File: config.mk
export PLATFORM = sky130hd
export DESIGN_NAME = param_fifo_flat
export DESIGN_NICKNAME = d
export VERILOG_FILES = /design/src/rtl/param_fifo_if.sv /design/src/rtl/param_fifo.sv /design/src/flat_wrapper.sv
export SDC_FILE = /design/constraint.sdc
export NUM_CORES = 1
export LEC_CHECK = 0
export CAP_MARGIN = 20
export CORE_UTILIZATION = 35
export CTS_CLUSTER_DIAMETER = 200
export DETAILED_ROUTE_END_ITERATION = 10
export PLACE_DENSITY = 0.63
export SETUP_SLACK_MARGIN = 0.1
export SLEW_MARGIN = 10
export SYNTH_ARGS = -nofsm -noshare
export SYNTH_HDL_FRONTEND = slang
export SYNTH_SLANG_ARGS = --single-unit
File: constraint.sdc
create_clock -name clk -period 3.2 [get_ports clk]
set_clock_uncertainty 0.15 [all_clocks]
set_input_delay 0.64 -clock clk [delete_from_list [all_inputs] [get_ports clk]]
set_output_delay 0.64 -clock clk [all_outputs]
set_load 0.01 [all_outputs]
File: src/rtl/param_fifo_if.sv
// Bundle of request, status and data signals for param_fifo.
// master : the block that writes, reads, flushes and sets thresholds.
// slave  : the FIFO itself.
// Signals:
//   flush, wr_en, wr_data, rd_en, err_clr, a_full_thr, a_empty_thr  (master -> slave)
//   rd_data, rd_valid, full, empty, a_full, a_empty, level,
//   overflow, underflow                                             (slave -> master)
interface param_fifo_if #(
  parameter int unsigned DATA_W = 8,
  parameter int unsigned DEPTH  = 8
);
  localparam int unsigned LVL_W = $clog2(DEPTH + 1);

  logic              flush;
  logic              wr_en;
  logic [DATA_W-1:0] wr_data;
  logic              rd_en;
  logic              err_clr;
  logic [LVL_W-1:0]  a_full_thr;
  logic [LVL_W-1:0]  a_empty_thr;
  logic [DATA_W-1:0] rd_data;
  logic              rd_valid;
  logic              full;
  logic              empty;
  logic              a_full;
  logic              a_empty;
  logic [LVL_W-1:0]  level;
  logic              overflow;
  logic              underflow;

  modport master (
    output flush, wr_en, wr_data, rd_en, err_clr, a_full_thr, a_empty_thr,
    input  rd_data, rd_valid, full, empty, a_full, a_empty, level, overflow, underflow
  );

  modport slave (
    input  flush, wr_en, wr_data, rd_en, err_clr, a_full_thr, a_empty_thr,
    output rd_data, rd_valid, full, empty, a_full, a_empty, level, overflow, underflow
  );
endinterface

File: src/rtl/param_fifo.sv
// Synchronous single-clock FIFO with any depth >= 2, runtime almost-full/almost-empty
// thresholds, synchronous flush, sticky overflow/underflow flags and a choice of
// first-word-fall-through (FWFT=1) or registered one-cycle-latency read (FWFT=0).
// Ports:
//   clk    : sole clock, rising edge
//   rst_n  : synchronous active-low reset; clears pointers, level, flags and storage
//   bus    : param_fifo_if slave modport (requests in, data/status out)
module param_fifo #(
  parameter int unsigned DATA_W = 8,
  parameter int unsigned DEPTH  = 8,
  parameter int unsigned FWFT   = 1
) (
  input logic         clk,
  input logic         rst_n,
  param_fifo_if.slave bus
);

  localparam int unsigned LVL_W = $clog2(DEPTH + 1);
  localparam int unsigned PTR_W = $clog2(DEPTH);
  localparam logic [PTR_W-1:0] PtrLast = PTR_W'(DEPTH - 1);
  localparam logic [LVL_W-1:0] LvlFull = LVL_W'(DEPTH);

  logic [DATA_W-1:0] mem_q [DEPTH];
  logic [PTR_W-1:0]  head_q, head_d;
  logic [PTR_W-1:0]  tail_q, tail_d;
  logic [LVL_W-1:0]  level_q, level_d;
  logic              full_q, full_d;
  logic              empty_q, empty_d;
  logic              a_full_q, a_full_d;
  logic              a_empty_q, a_empty_d;
  logic              overflow_q, overflow_d;
  logic              underflow_q, underflow_d;
  logic              wr_acc, rd_acc;

  always_comb begin
    // Acceptance uses the registered full/empty, so a full FIFO refuses a write even
    // when a read frees a slot in the same cycle.
    wr_acc = bus.wr_en & ~full_q & ~bus.flush;
    rd_acc = bus.rd_en & ~empty_q & ~bus.flush;

    head_d  = head_q;
    tail_d  = tail_q;
    level_d = level_q;

    if (bus.flush) begin
      head_d  = '0;
      tail_d  = '0;
      level_d = '0;
    end else begin
      if (wr_acc) tail_d = (tail_q == PtrLast) ? '0 : tail_q + 1'b1;
      if (rd_acc) head_d = (head_q == PtrLast) ? '0 : head_q + 1'b1;
      unique case ({wr_acc, rd_acc})
        2'b10:   level_d = level_q + 1'b1;
        2'b01:   level_d = level_q - 1'b1;
        default: level_d = level_q;
      endcase
    end

    // Flags follow the next level and the thresholds presented this cycle.
    full_d    = (level_d == LvlFull);
    empty_d   = (level_d == '0);
    a_full_d  = (level_d >= bus.a_full_thr);
    a_empty_d = (level_d <= bus.a_empty_thr);

    // A fresh error condition beats err_clr in the same cycle.
    overflow_d  = (bus.wr_en & full_q & ~bus.flush) | (overflow_q & ~bus.err_clr);
    underflow_d = (bus.rd_en & empty_q & ~bus.flush) | (underflow_q & ~bus.err_clr);
  end

  always_ff @(posedge clk) begin
    if (!rst_n) begin
      for (int i = 0; i < int'(DEPTH); i++) mem_q[i] <= '0;
      head_q      <= '0;
      tail_q      <= '0;
      level_q     <= '0;
      full_q      <= 1'b0;
      empty_q     <= 1'b1;
      a_full_q    <= 1'b0;
      a_empty_q   <= 1'b1;
      overflow_q  <= 1'b0;
      underflow_q <= 1'b0;
    end else begin
      if (wr_acc) mem_q[tail_q] <= bus.wr_data;
      head_q      <= head_d;
      tail_q      <= tail_d;
      level_q     <= level_d;
      full_q      <= full_d;
      empty_q     <= empty_d;
      a_full_q    <= a_full_d;
      a_empty_q   <= a_empty_d;
      overflow_q  <= overflow_d;
      underflow_q <= underflow_d;
    end
  end

  if (FWFT != 0) begin : g_fwft
    // Head entry is visible whenever the FIFO holds anything.
    assign bus.rd_data  = mem_q[head_q];
    assign bus.rd_valid = ~empty_q;
  end else begin : g_reg_rd
    logic [DATA_W-1:0] rd_data_q;
    logic              rd_valid_q;

    // rd_valid is a one-cycle pulse per accepted read; rd_data holds between reads.
    always_ff @(posedge clk) begin
      if (!rst_n) begin
        rd_data_q  <= '0;
        rd_valid_q <= 1'b0;
      end else begin
        rd_valid_q <= rd_acc;
        if (rd_acc) rd_data_q <= mem_q[head_q];
      end
    end

    assign bus.rd_data  = rd_data_q;
    assign bus.rd_valid = rd_valid_q;
  end

  assign bus.full      = full_q;
  assign bus.empty     = empty_q;
  assign bus.a_full    = a_full_q;
  assign bus.a_empty   = a_empty_q;
  assign bus.level     = level_q;
  assign bus.overflow  = overflow_q;
  assign bus.underflow = underflow_q;

endmodule

File: src/flat_wrapper.sv
// flat-port wrapper written by rule: the top's interface ports become plain ports
module param_fifo_flat 
#(
  parameter int unsigned DATA_W = 8,
  parameter int unsigned DEPTH  = 8,
  parameter int unsigned FWFT   = 1
)
  (clk, rst_n, bus_flush, bus_wr_en, bus_wr_data, bus_rd_en, bus_err_clr, bus_a_full_thr, bus_a_empty_thr, bus_rd_data, bus_rd_valid, bus_full, bus_empty, bus_a_full, bus_a_empty, bus_level, bus_overflow, bus_underflow);
  param_fifo_if #(.DATA_W(DATA_W), .DEPTH(DEPTH)) bus_i ();
  input logic clk;
  input logic rst_n;
  input wire logic [$bits(bus_i.flush)-1:0] bus_flush;
  input wire logic [$bits(bus_i.wr_en)-1:0] bus_wr_en;
  input wire logic [$bits(bus_i.wr_data)-1:0] bus_wr_data;
  input wire logic [$bits(bus_i.rd_en)-1:0] bus_rd_en;
  input wire logic [$bits(bus_i.err_clr)-1:0] bus_err_clr;
  input wire logic [$bits(bus_i.a_full_thr)-1:0] bus_a_full_thr;
  input wire logic [$bits(bus_i.a_empty_thr)-1:0] bus_a_empty_thr;
  output wire logic [$bits(bus_i.rd_data)-1:0] bus_rd_data;
  output wire logic [$bits(bus_i.rd_valid)-1:0] bus_rd_valid;
  output wire logic [$bits(bus_i.full)-1:0] bus_full;
  output wire logic [$bits(bus_i.empty)-1:0] bus_empty;
  output wire logic [$bits(bus_i.a_full)-1:0] bus_a_full;
  output wire logic [$bits(bus_i.a_empty)-1:0] bus_a_empty;
  output wire logic [$bits(bus_i.level)-1:0] bus_level;
  output wire logic [$bits(bus_i.overflow)-1:0] bus_overflow;
  output wire logic [$bits(bus_i.underflow)-1:0] bus_underflow;
  assign bus_i.flush = bus_flush;
  assign bus_i.wr_en = bus_wr_en;
  assign bus_i.wr_data = bus_wr_data;
  assign bus_i.rd_en = bus_rd_en;
  assign bus_i.err_clr = bus_err_clr;
  assign bus_i.a_full_thr = bus_a_full_thr;
  assign bus_i.a_empty_thr = bus_a_empty_thr;
  assign bus_rd_data = bus_i.rd_data;
  assign bus_rd_valid = bus_i.rd_valid;
  assign bus_full = bus_i.full;
  assign bus_empty = bus_i.empty;
  assign bus_a_full = bus_i.a_full;
  assign bus_a_empty = bus_i.a_empty;
  assign bus_level = bus_i.level;
  assign bus_overflow = bus_i.overflow;
  assign bus_underflow = bus_i.underflow;
  param_fifo #(.DATA_W(DATA_W), .DEPTH(DEPTH), .FWFT(FWFT)) u_core (.clk(clk), .rst_n(rst_n), .bus(bus_i));
endmodule
==> insert_results.sql <==
INSERT INTO impl_metrics (metric_group, metric, value, unit) VALUES
('run_status', 'outcome', 'finished clean', ''),
('clock_tree', 'clk_pin_slew_worst_paths', '0.06', 'ns'),
('layout', 'antenna_cell_count', '0', ''),
('placement', 'gp_congestion', '0.717', ''),
('power_and_ir_drop', 'total_power_consumption', '2420', 'uW'),
('worst_setup_path', 'worstPathMaxFanout', '16', ''),
('timing', 'finalHoldViolations', '0', ''),
('worst_setup_path', 'worst-endpoint-required', '2.41', 'ns'),
('layout', 'leading_cell_type_in_the_layout_fill_and_taps_excluded', 'sky130_fd_sc_hd__and2_1', ''),
('clock_tree', 'cts_root_buf', 'sky130_fd_sc_hd__clkbuf_16', ''),
('worst_setup_path', 'worstSetupStartpointType', 'flip-flop', ''),
('worst_setup_path', 'critPathCaptureType', 'primary output', ''),
('clock_tree', 'cts.sink_count', '83', ''),
('power_and_ir_drop', 'p_per_area', '479', 'mW/mm^2'),
('route', 'drc_violations', '0', ''),
('yosys', 'synthesis.instances', '290', ''),
('yosys', 'post_synth.cell_area_avg', '13.8', 'sq um'),
('timing', 'maxClockFrequency', '335', 'MHz'),
('route', 'drt_pre_antenna_iters', '4', ''),
('placement', 'placed_cells', '482', ''),
('yosys', 'postSynthRegisterBits', '83', ''),
('clock_tree', 'worstSkewPairLatency', '0.33', 'ns'),
('route', 'finalWirelength', '8.85', 'mm'),
('yosys', 'post_synth_edffs', '64', ''),
('layout', 'fin_cells', '499', ''),
('route', 'vias_per_cell', '5.00', ''),
('power_and_ir_drop', 'vdd.ir_drop.worst', '0.198', 'mV'),
('clock_tree', 'tritoncts', 'built', ''),
('layout', 'area_delta_synth_final', '26.2', '%'),
('layout', 'final_cell_mix', '65 x sky130_fd_sc_hd__and2_1, 64 x sky130_fd_sc_hd__edfxtp_1, 37 x sky130_fd_sc_hd__clkdlybuf4s50_1, 23 x sky130_fd_sc_hd__buf_4, 19 x sky130_fd_sc_hd__dfxtp_1', ''),
('floorplanning', 'die_h', '109', 'um'),
('floorplanning', 'die_width', '109', 'um'),
('clock_tree', 'clockBufferDepth', '2', ''),
('timing', 'report.final.slew_viol_count', '0', ''),
('yosys', 'netlist_area', '0.00401', 'sq mm'),
('global_route', 'initial_antenna_violation_count', '0', ''),
('clock_tree', 'cts_h_tree_depth', '3', ''),
('floorplanning', 'floorplan.core_area', '0.0110', 'sq mm'),
('placement', 'dpl.hpwl', '5.95', 'mm'),
('yosys', 'synth-main-ff-cell', 'sky130_fd_sc_hd__edfxtp_1', ''),
('placement', 'port_buffers', '40', ''),
('worst_setup_path', 'timing_worst_setup_path_type', 'reg -> out', ''),
('floorplanning', 'core.rowCount', '38', ''),
('floorplanning', 'starting_density_of_the_core', '0.365', ''),
('yosys', 'postSynth.asyncResetShare', '0', ''),
('global_route', 'grt_pass1_wl', '13.9', 'mm'),
('timing', 'min_period', '2.99', 'ns'),
('worst_hold_path', 'hold_path.class', 'reg -> reg', ''),
('floorplanning', 'dieArea', '0.0119', 'sq mm'),
('yosys', 'synth.distinct_cells', '44', ''),
('timing', 'max_slew_margin', '0.649', ''),
('layout', 'final_net_count', '391', ''),
('layout', 'post_route_cells_drive_above_1_share', '0.231', ''),
('route', 'drtIter0Drc', '114', ''),
('yosys', 'synth.yosys.seq_area_share', '0.574', ''),
('worst_setup_path', 'critical_path_arrival', '2.20', 'ns'),
('route', 'wl_per_cell', '17.7', 'um'),
('flow_run', 'drv_cap', '0', ''),
('power_and_ir_drop', 'standby_leakage_power', '0.00190', 'uW'),
('global_route', 'number_of_global_route_vias_before_repair', '2665', ''),
('yosys', 'syn_nets', '327', ''),
('timing', 'rsz0062_at_grt', 'no', ''),
('global_route', 'grt_use_total', '0.164', ''),
('timing', 'timing.final.crit_share', '0.933', ''),
('global_route', 'grt_max_degree', '17', ''),
('route', 'num_vias', '2497', ''),
('clock_tree', 'cts_made_buffers', '9', ''),
('yosys', 'yosysWarningCount', '0', ''),
('timing', 'final_layout_worst_hold_slack', '0.346', 'ns'),
('timing', 'setup_viol', '0', ''),
('layout', 'finish.utilization', '0.461', ''),
('floorplanning', 'io_pins', '41', ''),
('timing', 'tightest_slew', '0.526', 'ns'),
('route', 'postRouteAntennaNets', '0', ''),
('global_route', 'global_route.overflow_total', '0', '');
[metrics by stage]
stage / area, sq um / setup slack, ns / TNS, ns
floorplan: 4040 / -0.0231 / -0.0231
global placement: 4730 / -0.425 / -0.892
detailed placement: 4730 / -0.473 / -0.983
CTS: 5040 / 0.108 / 0
global route: 5060 / 0.142 / 0
finish: 5060 / 0.215 / 0
[Yosys cell counts, drive strengths merged (2+ instances only)]
master   n  area share
edfxtp  64        0.48
nor2b    3      0.0047
mux4    16       0.090
inv      7      0.0066
clkbuf   3      0.0031
a21o     3      0.0059
nor2    20       0.023
dfxtp   19       0.095
nor3     4      0.0091
o21ai    6      0.0075
ha      15       0.047
buf      8       0.013
mux2i    4       0.010
nand2b  11       0.017
xor2     3      0.0066
a21boi   2      0.0037
a21oi    6      0.0084
xnor2    3      0.0066
nor3b    3      0.0069
o21a     2      0.0037
mux2     8       0.022
nand3b   3      0.0056
nand2    3      0.0028
and2    65        0.10
[critical path: stages, from the launching register on]
cell and delay, ns:
sky130_fd_sc_hd__dfxtp_1 0.35, sky130_fd_sc_hd__buf_12 0.19, sky130_fd_sc_hd__mux4_2 0.53, sky130_fd_sc_hd__mux2_2 0.29, sky130_fd_sc_hd__clkdlybuf4s50_1 0.48
[path summary, 6_finish.rpt]
path	from	endpoint	slack (ns)	cells after the start
max	flip-flop	bus_rd_data[6]	0.21	4
min	u_core.bus.underflow	u_core.bus.underflow	0.35	2
max reg2reg	u_core.bus.full	u_core.bus.a_empty	0.30	13
min reg2reg	u_core.bus.underflow	u_core.bus.underflow	0.35	2
[state kept, by name, summed over array words and instances, names as in the netlist, 3 cells and up, named ones only]
| register | count |
|---|---|
| u_core.head_q | 3 |
| u_core.bus.level | 4 |
| u_core.mem_q | 64 |
| u_core.tail_q | 3 |
[metal layers]
metal	up-vias	part of all wire	global-route usage
li1	1175	-	-
met1	1240	0.43	0.192
met2	66	0.51	0.290
met3	16	0.039	0.0377
met4	0	0.024	0.0627
met5	-	0	0
[timing repair]
action                     in CTS  in global routing
resized for setup               4                  9
setup endpoints to repair       2                  2
setup buffers                   1                  0
hold endpoints to repair        0                  0
cloned                          0                  0
pin swaps                       8                  9
hold buffers                    0                  0
[cell families after synthesis]
logic type | after synthesis | synth area share
AND/OR/NAND/NOR | 118 | 0.185
flip-flops | 83 | 0.574
multiplexers | 28 | 0.122
AO/OA/AOI/OAI | 22 | 0.0353
buffers and inverters | 18 | 0.0228
adder cells (fa/ha/maj) | 15 | 0.0468
XOR/XNOR | 6 | 0.0131
[power breakdown]
group	switching, uW	internal (uW)	total [uW]
registers	12.8	1190	1200
logic	82.9	91.9	175
clock network	432	613	1040
[final cells by class]
cell class | instances | area, sq um
Tap cell | 140 | 175
Inverter | 7 | 26.3
Timing Repair Buffer | 64 | 586
Clock inverter | 6 | 71.3
Multi-Input combinational cell | 189 | 1670
Fill cell | 995 | 5920
Clock buffer | 10 | 229
Sequential cell | 83 | 2300
Power figures use the tool's default switching activity.
